File: src/rtl/snake_step_sequencer.sv
// snake_step_sequencer: once per move tick, advances the snake head one cell,
// detects walls and food, maintains the circular body buffer, length and score,
// and issues erase-tail / draw-head requests to the plotter over req/ack.
// Optional feature macro: SNAKE_SELF_COLLIDE_EN adds a SCAN state that checks the
// next head against the body, one entry per cycle.
module snake_step_sequencer #(
    parameter int GRID_W   = 40,
    parameter int GRID_H   = 30,
    parameter int X_W      = 6,
    parameter int Y_W      = 5,
    parameter int MAX_LEN  = 32,
    parameter int INIT_LEN = 3,
    parameter int TICK_DIV = 5000000
) (
    input  logic           clk,
    input  logic           reset_n,
    input  logic           start,
    input  logic [2:0]     dir,
    input  logic [X_W-1:0] food_x,
    input  logic [Y_W-1:0] food_y,
    input  logic           draw_ack,
    output logic           draw_req,
    output logic [X_W-1:0] draw_x,
    output logic [Y_W-1:0] draw_y,
    output logic           draw_colour,
    output logic           food_eaten,
    output logic           game_over,
    output logic [7:0]     score,
    output logic [X_W-1:0] head_x,
    output logic [Y_W-1:0] head_y,
    output logic           busy
);

    localparam int PTR_W = $clog2(MAX_LEN);
    localparam int LEN_W = PTR_W + 1;
    localparam int CNT_W = (TICK_DIV > 1) ? $clog2(TICK_DIV) : 1;
    localparam logic [Y_W-1:0] INIT_Y = Y_W'(GRID_H / 2);

    typedef enum logic [2:0] {
        S_IDLE,
        S_WAIT_TICK,
        S_STEP,
        S_COMMIT,
        S_ERASE,
        S_DRAW,
        S_DEAD
`ifdef SNAKE_SELF_COLLIDE_EN
        , S_SCAN
`endif
    } state_t;

    state_t               r_state;
    state_t               w_state_nxt;
    logic [CNT_W-1:0]     r_cnt;
    logic [X_W-1:0]       r_body_x [MAX_LEN];
    logic [Y_W-1:0]       r_body_y [MAX_LEN];
    logic [PTR_W-1:0]     r_head_ptr;
    logic [LEN_W-1:0]     r_len;
    logic [7:0]           r_score;
    logic [X_W-1:0]       r_head_x;
    logic [Y_W-1:0]       r_head_y;
    logic [X_W-1:0]       r_next_x;
    logic [Y_W-1:0]       r_next_y;
    logic [X_W-1:0]       r_tail_x;
    logic [Y_W-1:0]       r_tail_y;
    logic                 r_grow;
    logic                 r_food_eaten;

    logic [X_W-1:0]       w_nx;
    logic [Y_W-1:0]       w_ny;
    logic                 w_wall;
    logic                 w_food_hit;
    logic                 w_tick_done;
    logic                 w_restart;
    logic                 w_grow_room;
    logic [PTR_W-1:0]     w_ptr_inc;
    logic [PTR_W-1:0]     w_tail_ptr;

`ifdef SNAKE_SELF_COLLIDE_EN
    logic [PTR_W-1:0]     r_scan_idx;
    logic [PTR_W-1:0]     w_scan_ptr;
    logic [LEN_W-1:0]     w_scan_cnt;
    logic                 w_scan_hit;
    logic                 w_scan_last;
`endif

    // Saturating +1 for the 8-bit score.
    function automatic logic [7:0] sat_inc8(input logic [7:0] v);
        return (v == 8'hFF) ? v : v + 8'd1;
    endfunction

    // Reset-time x of body buffer entry i (entry INIT_LEN-1 is the head).
    function automatic logic [X_W-1:0] init_x(input int i);
        return X_W'(GRID_W / 2 + INIT_LEN - 1 - i);
    endfunction

    assign w_tick_done = (r_cnt == CNT_W'(TICK_DIV - 1));
    assign w_restart   = (r_state == S_DEAD) && start;
    assign w_ptr_inc   = r_head_ptr + PTR_W'(1);
    assign w_tail_ptr  = r_head_ptr - PTR_W'(r_len - LEN_W'(1));
    assign w_grow_room = r_grow && (r_len < LEN_W'(MAX_LEN));
    assign w_food_hit  = (w_nx == food_x) && (w_ny == food_y);

`ifdef SNAKE_SELF_COLLIDE_EN
    // The tail cell vacates during a plain move, so it only counts when growing.
    assign w_scan_ptr  = r_head_ptr - r_scan_idx;
    assign w_scan_cnt  = r_grow ? r_len : (r_len - LEN_W'(1));
    assign w_scan_hit  = (r_body_x[w_scan_ptr] == r_next_x) && (r_body_y[w_scan_ptr] == r_next_y);
    assign w_scan_last = ({1'b0, r_scan_idx} == (w_scan_cnt - LEN_W'(1)));
`endif

    // Candidate next head cell and wall detection from the current direction.
    always_comb begin
        w_nx   = r_head_x;
        w_ny   = r_head_y;
        w_wall = 1'b0;
        if (dir[2]) begin
            if (!dir[1]) begin
                if (r_head_y == '0) w_wall = 1'b1;
                else                w_ny   = r_head_y - Y_W'(1);
            end else begin
                if (r_head_y == Y_W'(GRID_H - 1)) w_wall = 1'b1;
                else                              w_ny   = r_head_y + Y_W'(1);
            end
        end else begin
            if (!dir[0]) begin
                if (r_head_x == '0) w_wall = 1'b1;
                else                w_nx   = r_head_x - X_W'(1);
            end else begin
                if (r_head_x == X_W'(GRID_W - 1)) w_wall = 1'b1;
                else                              w_nx   = r_head_x + X_W'(1);
            end
        end
    end

    // State register.
    always_ff @(posedge clk or negedge reset_n) begin
        if (!reset_n) r_state <= S_IDLE;
        else          r_state <= w_state_nxt;
    end

    // Next-state logic and plotter-facing outputs.
    always_comb begin
        w_state_nxt = r_state;
        draw_req    = 1'b0;
        draw_colour = 1'b0;
        draw_x      = r_head_x;
        draw_y      = r_head_y;
        game_over   = 1'b0;
        busy        = 1'b1;
        case (r_state)
            S_IDLE: begin
                busy = 1'b0;
                if (start) w_state_nxt = S_WAIT_TICK;
            end
            S_WAIT_TICK: begin
                busy = 1'b0;
                if (w_tick_done) w_state_nxt = S_STEP;
            end
            S_STEP: begin
`ifdef SNAKE_SELF_COLLIDE_EN
                w_state_nxt = w_wall ? S_DEAD : S_SCAN;
`else
                w_state_nxt = w_wall ? S_DEAD : S_COMMIT;
`endif
            end
`ifdef SNAKE_SELF_COLLIDE_EN
            S_SCAN: begin
                if (w_scan_hit)       w_state_nxt = S_DEAD;
                else if (w_scan_last) w_state_nxt = S_COMMIT;
            end
`endif
            S_COMMIT: begin
                w_state_nxt = w_grow_room ? S_DRAW : S_ERASE;
            end
            S_ERASE: begin
                draw_req = 1'b1;
                draw_x   = r_tail_x;
                draw_y   = r_tail_y;
                if (draw_ack) w_state_nxt = S_DRAW;
            end
            S_DRAW: begin
                draw_req    = 1'b1;
                draw_colour = 1'b1;
                if (draw_ack) w_state_nxt = S_WAIT_TICK;
            end
            S_DEAD: begin
                busy      = 1'b0;
                game_over = 1'b1;
                if (start) w_state_nxt = S_WAIT_TICK;
            end
            default: w_state_nxt = S_IDLE;
        endcase
    end

    // Move-tick divider; held at zero outside WAIT_TICK so every entry restarts it.
    always_ff @(posedge clk or negedge reset_n) begin
        if (!reset_n)                                  r_cnt <= '0;
        else if (r_state == S_WAIT_TICK && !w_tick_done) r_cnt <= r_cnt + CNT_W'(1);
        else                                           r_cnt <= '0;
    end

    // Circular body buffer: initial snake on reset/restart, new head written on commit.
    always_ff @(posedge clk or negedge reset_n) begin
        if (!reset_n) begin
            for (int i = 0; i < MAX_LEN; i++) begin
                r_body_x[i] <= (i < INIT_LEN) ? init_x(i) : '0;
                r_body_y[i] <= (i < INIT_LEN) ? INIT_Y : '0;
            end
        end else if (w_restart) begin
            for (int i = 0; i < MAX_LEN; i++) begin
                r_body_x[i] <= (i < INIT_LEN) ? init_x(i) : '0;
                r_body_y[i] <= (i < INIT_LEN) ? INIT_Y : '0;
            end
        end else if (r_state == S_COMMIT) begin
            r_body_x[w_ptr_inc] <= r_next_x;
            r_body_y[w_ptr_inc] <= r_next_y;
        end
    end

    // Step bookkeeping: next head, grow flag, pointer, length, score and tail capture.
    always_ff @(posedge clk or negedge reset_n) begin
        if (!reset_n) begin
            r_head_ptr   <= PTR_W'(INIT_LEN - 1);
            r_len        <= LEN_W'(INIT_LEN);
            r_score      <= '0;
            r_head_x     <= X_W'(GRID_W / 2);
            r_head_y     <= INIT_Y;
            r_next_x     <= '0;
            r_next_y     <= '0;
            r_tail_x     <= '0;
            r_tail_y     <= '0;
            r_grow       <= 1'b0;
            r_food_eaten <= 1'b0;
`ifdef SNAKE_SELF_COLLIDE_EN
            r_scan_idx   <= '0;
`endif
        end else begin
            r_food_eaten <= 1'b0;
            case (r_state)
                S_STEP: begin
                    r_next_x     <= w_nx;
                    r_next_y     <= w_ny;
                    r_grow       <= w_food_hit && !w_wall;
                    r_food_eaten <= w_food_hit && !w_wall;
`ifdef SNAKE_SELF_COLLIDE_EN
                    r_scan_idx   <= '0;
`endif
                end
`ifdef SNAKE_SELF_COLLIDE_EN
                S_SCAN: r_scan_idx <= r_scan_idx + PTR_W'(1);
`endif
                S_COMMIT: begin
                    r_head_ptr <= w_ptr_inc;
                    r_head_x   <= r_next_x;
                    r_head_y   <= r_next_y;
                    r_tail_x   <= r_body_x[w_tail_ptr];
                    r_tail_y   <= r_body_y[w_tail_ptr];
                    if (r_grow)      r_score <= sat_inc8(r_score);
                    if (w_grow_room) r_len   <= r_len + LEN_W'(1);
                end
                S_DEAD: begin
                    if (start) begin
                        r_head_ptr <= PTR_W'(INIT_LEN - 1);
                        r_len      <= LEN_W'(INIT_LEN);
                        r_score    <= '0;
                        r_head_x   <= X_W'(GRID_W / 2);
                        r_head_y   <= INIT_Y;
                        r_grow     <= 1'b0;
                    end
                end
                default: ;
            endcase
        end
    end

    assign food_eaten = r_food_eaten;
    assign score      = r_score;
    assign head_x     = r_head_x;
    assign head_y     = r_head_y;

endmodule

File: config.mk
export PLATFORM = sky130hd
export DESIGN_NAME = snake_step_sequencer
export DESIGN_NICKNAME = d
export VERILOG_FILES = /design/src/rtl/snake_step_sequencer.sv
export SDC_FILE = /design/constraint.sdc
export NUM_CORES = 1
export LEC_CHECK = 0
export BUFFER_PORTS_ARGS = -buffer_cell sky130_fd_sc_hd__buf_2
export CAP_MARGIN = 20
export CORE_MARGIN = 1.5
export CORE_UTILIZATION = 44
export CTS_BUF_LIST = sky130_fd_sc_hd__clkbuf_8
export DETAILED_ROUTE_END_ITERATION = 16
export PLACE_DENSITY = 0.7
export SYNTH_ARGS = -nofsm -noshare
export SYNTH_HDL_FRONTEND = slang
export SYNTH_SLANG_ARGS = --single-unit
export TNS_END_PERCENT = 30
File: constraint.sdc
create_clock -name clk -period 7.28 [get_ports clk]
set_clock_uncertainty 0.05 [all_clocks]
set_input_delay 0.728 -clock clk [delete_from_list [all_inputs] [get_ports clk]]
set_output_delay 0.728 -clock clk [all_outputs]
set_load 0.005 [all_outputs]
# Word level (Yosys, flattened, before mapping)

Index checks and enable logic that the tools add are counted.
W data, S select, Z words.

Logic and storage cells: 196
Flip-flop bits (word level): 432
Input bits: 18
Output and inout port bits: 35

Reductions and logical operators: 22
Magnitude comparators: 4
Equal/unequal tests: 20
Bitwise logic cells: 2
Add/subtract/negate cells: 10
Multiplexer cells: 61

Operator list:

| kind                    | number |
|---|---|
| $mux W192               | 2 |
| $mux W160               | 2 |
| $bwmux W192             | 1 |
| $bwmux W160             | 1 |
| $mux W6                 | 11 |
| $mux W5                 | 10 |
| $bmux W6 S5             | 1 |
| $demux W6 S5            | 1 |
| $bmux W5 S5             | 1 |
| $demux W5 S5            | 1 |
| $mux W8                 | 3 |
| $pmux W6 S2             | 2 |
| $add A23 B1 Y23 const B | 1 |
| $eq A23 B23 Y1 const B  | 1 |
| $mux W23                | 1 |
| $pmux W5 S2             | 2 |
| $pmux W3 S6             | 1 |
| $pmux W8 S2             | 1 |
| $mux W3                 | 5 |
| $mux W1                 | 14 |
| $ne A2 B2 Y1 const B    | 7 |
| $add A6 B1 Y6 const B   | 2 |
| $ge A6 B6 Y1 const B    | 2 |
| $not A5 Y6              | 2 |
| 28 further kinds        | 44 |

# Longest topological paths before layout

Gate-level depths: netlist of the first run.

Word-level depth: 9
Depth in mapped cells: 13
Mapped depth without buffers: 10

# Least setup slack after synthesis of the first run

Ideal clock, no wire load.

Path kind: flip-flop to flip-flop
Start: register r_head_ptr[1]
End: register r_tail_x[0]
Setup slack: 3.707 ns
Library setup time: 0.132 ns
Required time: 7.098 ns
Arrival time: 3.391 ns
Period minus slack after synthesis: 3.573 ns
Path buffers: 3
Cell stages (with the launch flop): 14
Cells stage by stage: dfstp_2 -> inv_1 -> ha_1 -> inv_1 -> ha_1 -> inv_1 -> fa_1 -> clkbuf_1 -> buf_2 -> buf_1 -> mux4_2 -> mux4_2 -> mux2i_1 -> o21ai_1

Longest elaborated chain between the ends: 5

Ends and longest elaborated chain:

| what                                       | line | text |
|---|---|---|
| start, declared                            | 57   | `logic [PTR_W-1:0] r_head_ptr;` |
| start signal, assigned                     | 224  | `r_head_ptr <= PTR_W'(INIT_LEN - 1);` |
| start signal, assigned                     | 254  | `r_head_ptr <= w_ptr_inc;` |
| start signal, assigned                     | 264  | `r_head_ptr <= PTR_W'(INIT_LEN - 1);` |
| $sub A5 B5 Y5                              | 100  | `assign w_tail_ptr = r_head_ptr - PTR_W'(r_len - LEN_W'(1));` |
| $not A5 Y6 (not written as such)           | 257  | `r_tail_x <= r_body_x[w_tail_ptr];` |
| $bmux W6 S5                                | 257  |  |
| $mux W6 (not written as such) (2 in a row) | 257  |  |
| end signal, assigned                       | 257  |  |
| end, declared                              | 64   | `logic [X_W-1:0] r_tail_x;` |

No other way between the ends. The select of a mux whose other input is x is not followed.
A chain may end at the register's enable or synchronous reset.

# Worst setup path in the final report of the first run

Start: register r_head_ptr[1]
End: register r_tail_x[4]

Same word-level chain as after synthesis.

==> results.yml, run 1 <==
grt:
  grt_pass1_wl_mm: 87.7
  grt_max_degree: 254
  grt_util_all_layers_pct: 22.3
  overflow: 0
  grt_antenna_before_repair: 1
  grt_pass1_vias: 14975
clock_tree:
  hold_buffers: 0
  clock_latency_ps: 640
  clk_pin_slew_ps: 60
  clock_path_buffers: 3
  cts_buffers: 71
  cts_resized: 0
  cts_root_buf: "clkbuf_8"
  htreeDepth: 3
  cts_tree: "built"
  post_cts_buffers: 0
  clock-sinks: 432
power:
  clkPwrFrac_pct: 22.6
  combPwrFrac_pct: 40.6
  p_sw_uw: 3410
  internal_power_uw: 5550
  peakVddDrop_mv: 0.445
  p_seq_share_pct: 36.7
  power_density_mw_per_mm2: 369
  sw_frac_of_total_pct: 38.0
  leakagePower_uw: 0.0101
setup_path:
  crit_path_end: "r_tail_x[4]$_DFFE_PN0P_"
  cp_slowest_stage_delay_ps: 1340
  slowest_stage: "fa_4"
  crit_top_cell: "inv_1"
  regToRegSetupSlack_ps: 2620
  end_kind: "register"
  startpoint: "r_head_ptr[1]$_DFFE_PN1P_"
  critPathMaxFanout: 51
  crit_type: "reg -> reg"
  rr_endpoint: "r_tail_x[4]$_DFFE_PN0P_"
  worstSetupStartpointType: "register"
  r2r-start: "r_head_ptr[1]$_DFFE_PN1P_"
  worstPathRequired_ps: 7700
  worstRegToRegCells: 11
  crit_chain: "inv_1, ha_1, inv_1, ha_1, inv_1, fa_4, buf_4, mux4_2, mux4_2, mux2i_1, o21ai_1"
  critPathArrivalTime_ps: 5080
yosys:
  synth_cell_types: 64
  seq_area_frac_synth_pct: 49.4
  yosys_register_bits: 432
  ys_async_sr_fraction_pct: 100
  yosys_warnings: 0
  netlist_instances: 1918
  synth_ff_type: "dfrtp_1"
  synth.area.top_cells: "dfrtp_1 46%, mux2i_1 17%, mux4_2 11%"
  synth_nets: 1957
  syn_area_per_cell_um2: 11.4
  yosysTopAreaCellShare_pct: 46.0
  synthesis.area_mm2: 0.0219
  yosysMostFrequentCell: "nor2_1"
  synth-edff-count: 0
  synthTopCellsByCount: "407 x nor2_1, 403 x dfrtp_1, 365 x mux2i_1, 114 x clkbuf_1, 110 x mux4_2"
  synth_top_cell_by_area: "dfrtp_1"
timing:
  rsz0062_at_grt: "no"
  finalHoldViolations: 0
  finalSetupViolations: 0
  slew_violations: 0
  slew-limit-headroom_pct: 19.0
  finalWorstPathRequiredPeriod_ps: 4660
  period_share_pct: 64.0
  fin_tns_setup_ps: 0
  max_freq_mhz: 215
  worst_pin_slew_ps: 1210
status:
  status: "complete, no violations"
drt:
  antenna_left: 0
  num_vias: 15047
  wirelength_mm: 56.1
  drt-initial-drc-count: 1595
  drtPass1Iterations: 5
  drc: 0
  routedWlPerCell_um: 21.4
  viasPerCell: 5.73
place:
  hpwl_mm: 34.5
  port_buffers: 52
  place_congestion: 0.817
layout:
  antennaDiodeCount: 0
  final_util_pct: 49.5
  nets: 1950
  fillerInstances: 4358
  layout-drive-gt1-share_pct: 18.6
  syn2layout_area_growth_pct: 10.7
die:
  io_pins: 53
  core_area_mm2: 0.0491
  die-area_mm2: 0.0512
  die_y_um: 226
  rows: 81
  die_x_um: 226
  floorplan.initialDensity_pct: 44.7
worst_hold_path:
  hp-class: "in -> async"
job:
  max_cap_viol_count: 0
## state kept, by name, indices dropped and copies added (netlist names), 6 cells and up
signal    cells
r_tail_x      6
r_len         6
r_cnt        23
head_x        6
r_next_x      6
score         8
r_body_x    192
r_body_y    160
## power groups by stage
| stage | clock [uW] | sequential, uW | combinational (uW) |
|---|---|---|---|
| 2_1_floorplan | 0 | 3080 | 2760 |
| 3_3_place_gp | 0 | 3380 | 3370 |
| 3_5_place_dp | 0 | 3330 | 3600 |
| 4_1_cts | 2070 | 3300 | 3600 |
| 5_1_grt | 2180 | 3340 | 3880 |
| 6_report | 2030 | 3290 | 3640 |
## cells by family (layout without fill, tap and decap cells)
logic type | count (synthesis) | in the layout | share of synthesized area [%]
buffers and inverters | 198 | 240 | 3.92
flip-flops | 432 | 432 | 49.4
XOR/XNOR | 48 | 48 | 1.92
adder cells (fa/ha/maj) | 21 | 21 | 1.23
AO/OA/AOI/OAI | 112 | 112 | 3.26
AND/OR/NAND/NOR | 626 | 626 | 12.0
multiplexers | 481 | 481 | 28.3
## cell type report
type	instances	area (um^2)	share of cell area, %
Clock inverter	40	206	0.850
Clock buffer	82	1130	4.65
Timing Repair Buffer	96	881	3.63
Tap cell	664	831	3.42
Sequential cell	432	10800	44.7
Multi-Input combinational cell	1288	10300	42.5
Inverter	22	82.6	0.340
## metrics by stage
step                      hold WS [ps]  instance area, um^2  instances  total power [uW]  setup WS (ps)
after floorplan                    382                21900       1918              5840           3710
after global placement             423                22600       2483              6750           2760
after detailed placement           433                22800       2495              6930           2640
after CTS                          210                24200       2617              8960           2650
after global routing               252                24300       2624              9400           2510
final                              170                24300       2624              8960           2620
## placed cells by master (no fill, tap or decap), types with 14 or more instances in the layout
cell	netlist	routed
o21ai_0	41	41
clkbuf_8	0	82
dfrtp_1	403	403
nor2_1	407	393
nor2_2	0	14
buf_2	48	51
ha_1	20	19
nand2_1	109	109
buf_4	3	23
inv_1	22	50
xnor2_1	21	21
a21oi_1	20	20
mux2i_1	365	365
xor2_1	27	26
dfstp_2	29	29
mux4_2	110	110
nand3_1	42	42
## worst max-delay path, delay by kind of cell (launching register included)
family	cells	cell delay (ps)
AO/OA/AOI/OAI	1	70
adder cells (fa/ha/maj)	3	1820
buffers and inverters	4	850
flip-flops	1	580
multiplexers	3	1100
## worst min-delay path by stage
stage                        from              endpoint  cells past startpoint
2_1_floorplan             reset_n  food_eaten$_DFF_PN0_                      0
3_3_place_gp   r_cnt[0]$_DFF_PN0_    r_cnt[0]$_DFF_PN0_                      1
3_5_place_dp   r_cnt[0]$_DFF_PN0_    r_cnt[0]$_DFF_PN0_                      1
4_1_cts                   reset_n    r_cnt[2]$_DFF_PN0_                      1
5_1_grt                   reset_n    r_cnt[4]$_DFF_PN0_                      1
6_report                  reset_n    r_cnt[2]$_DFF_PN0_                      1
## layer usage
| metal | up-vias | part of all wire [%] | global-route usage [%] |
|---|---|---|---|
| met1 | 7808 | 44 | 31.2 |
| met3 | 105 | 6.3 | 4.42 |
| met2 | 497 | 47 | 34.9 |
| li1 | 6635 | - | - |
| met5 | - | 0.021 | 0 |
| met4 | 2 | 2.8 | 7.46 |
(Power assumes the default switching activity.)
==> run 2, diff against run 1 <==
--- a/config.mk
+++ b/config.mk
@@ -11,7 +11,7 @@
 export CORE_UTILIZATION = 44
 export CTS_BUF_LIST = sky130_fd_sc_hd__clkbuf_8
 export DETAILED_ROUTE_END_ITERATION = 16
-export PLACE_DENSITY = 0.7
+export PLACE_DENSITY = 0.73
 export SYNTH_ARGS = -nofsm -noshare
 export SYNTH_HDL_FRONTEND = slang
 export SYNTH_SLANG_ARGS = --single-unit
==> constraint.sdc (replaced) <==
create_clock -name clk -period 4.2 [get_ports clk]
set_clock_uncertainty 0.05 [all_clocks]
set_input_delay 0.42 -clock clk [delete_from_list [all_inputs] [get_ports clk]]
set_output_delay 0.42 -clock clk [all_outputs]
set_load 0.005 [all_outputs]
==> results.yml, run 2 (same netlist as run 1, synthesis figures left out) <==
power:
  leakagePower_uw: 0.0102
  power_density_mw_per_mm2: 653
  peakVddDrop_mv: 0.805
layout:
  antennaDiodeCount: 0
  design_area_mm2: 0.0244
  final_common_cell: "nor2_1"
  final_util_pct: 49.8
  most-common-layout-cells: "407 x nor2_1, 403 x dfrtp_1, 365 x mux2i_1"
  fillerInstances: 4216
  nets: 1961
  top_regs: "r_body_x: 192 flops, r_body_y: 160 flops, r_cnt: 23 flops"
  regMostFlops: "r_body_x"
  syn2layout_area_growth_pct: 11.3
  largest_reg_flops: 192
  layout-drive-gt1-share_pct: 19.2
die:
  die_y_um: 226
  io_pins: 53
  die-area_mm2: 0.0512
  floorplan.initialDensity_pct: 44.7
  rows: 81
  die_x_um: 226
  core_area_mm2: 0.0491
timing:
  fin_ws_ps: 349
  finalHoldViolations: 0
  fin_tns_setup_ps: 0
  whs_ps: 135
  finalWorstPathRequiredPeriod_ps: 3850
  max_freq_mhz: 260
  worst_pin_slew_ps: 1200
  period_share_pct: 91.7
  finalSetupViolations: 0
  slew-limit-headroom_pct: 19.9
  slew_violations: 0
  rsz0062_at_grt: "no"
setup_path:
  r2r-start: "r_head_ptr[1]$_DFFE_PN1P_"
  startpoint: "r_head_ptr[1]$_DFFE_PN1P_"
  cp_slowest_stage_delay_ps: 780
  crit_chain: "inv_1, ha_1, inv_1, ha_1, inv_1, fa_4, buf_12, mux4_2, mux4_2, mux2i_1, o21ai_1"
  worstSetupStartpointType: "register"
  crit_top_cell: "inv_1"
  critPathMaxFanout: 73
  end_kind: "register"
  critPathArrivalTime_ps: 4260
  slowest_stage: "fa_4"
  crit_type: "reg -> reg"
  worstPathRequired_ps: 4610
place:
  placed_cell_area_mm2: 0.0229
  place_congestion: 0.821
  hpwl_mm: 34.2
  port_buffers: 52
  dpl_worst_slack_ps: 355
worst_hold_path:
  hp-class: "in -> reg"
  hp-start: "start"
clock_tree:
  cts_root_buf: "clkbuf_8"
  clk_pin_slew_ps: 60
  clock_path_buffers: 3
  clock_latency_ps: 620
  cts_tree: "built"
  cts_resized: 0
  htreeDepth: 3
  clock-sinks: 432
  cts_buffers: 71
drt:
  num_vias: 15145
  viasPerCell: 5.73
  drtPass1Iterations: 7
  drc: 0
  wirelength_mm: 56.3
  antenna_left: 0
  drt-initial-drc-count: 1413
  routedWlPerCell_um: 21.3
grt:
  overflow: 0
  grt_pass1_wl_mm: 88.4
  grt_util_all_layers_pct: 22.5
  grt_antenna_before_repair: 0
  grt_max_degree: 200
  grt_pass1_vias: 15322
job:
  max_cap_viol_count: 0
status:
  status: "complete, no violations"
## run 2: changes by cell type in the layout (fill, tap and decap cells not counted), moves of 7 or more
| cell | change |
|---|---|
| nor2_1 | +14 |
| buf_8 | -10 |
| nor2_2 | -14 |
| inv_1 | -11 |
| clkbuf_8 | +13 |
| buf_12 | +7 |
| buf_4 | +19 |
## run 2: path summary, 6_finish.rpt
check	end	slack (ps)	cells past startpoint
min in group asynchronous	r_body_y[117]$_DFFE_PN0P_	470	2
worst min-delay path	r_state[1]$_DFFE_PN0P_	140	3
worst min register to register	r_cnt[0]$_DFF_PN0_	440	1
max in group asynchronous	r_body_x[184]$_DFFE_PN1P_	2440	3
worst max-delay path	r_tail_x[3]$_DFFE_PN0P_	350	11
worst max register to register	r_tail_x[3]$_DFFE_PN0P_	350	11
## run 2: critical path, delay by kind of cell, from the launching register on
kind,cells,cell delay [ps]
adder cells (fa/ha/maj),3,1270
multiplexers,3,1080
buffers and inverters,4,620
flip-flops,1,580
AO/OA/AOI/OAI,1,70
## run 2: per-layer routing
layer / GRT usage (%) / up-vias / routed length [um]
li1: - / 6660 / -
met1: 30.9 / 7778 / 24200
met2: 35.4 / 595 / 26300
met3: 4.37 / 112 / 4000
met4: 8.30 / 0 / 1760
met5: 0 / - / 0
## run 2: what timing repair did
item	in CTS	in global routing
hold endpoints to repair	109	0
hold buffers	1	0
buffers inserted	0	0
setup endpoints to repair	0	0
## run 2: where the power goes
group	internal, uW	switching, uW
clock network	2160	1760
registers	4950	744
logic	2940	3400
## run 2: final cells by class
type | count | area [um^2] | share of cell area, %
clock buffers | 95 | 1310 | 5.35
multi-input cells | 1288 | 10300 | 42.1
clock inverters | 34 | 223 | 0.912
flip-flops and latches | 432 | 10800 | 44.4
inverters | 22 | 82.6 | 0.338
well taps | 664 | 831 | 3.40
repair buffers | 107 | 858 | 3.51
## run 2: per-stage QoR
stage               std cells  total power, uW
CTS                      2641            16000
floorplan                1918            10100
global route             2642            16700
finish                   2642            15900
global placement         2509            11800
detailed placement       2511            12000
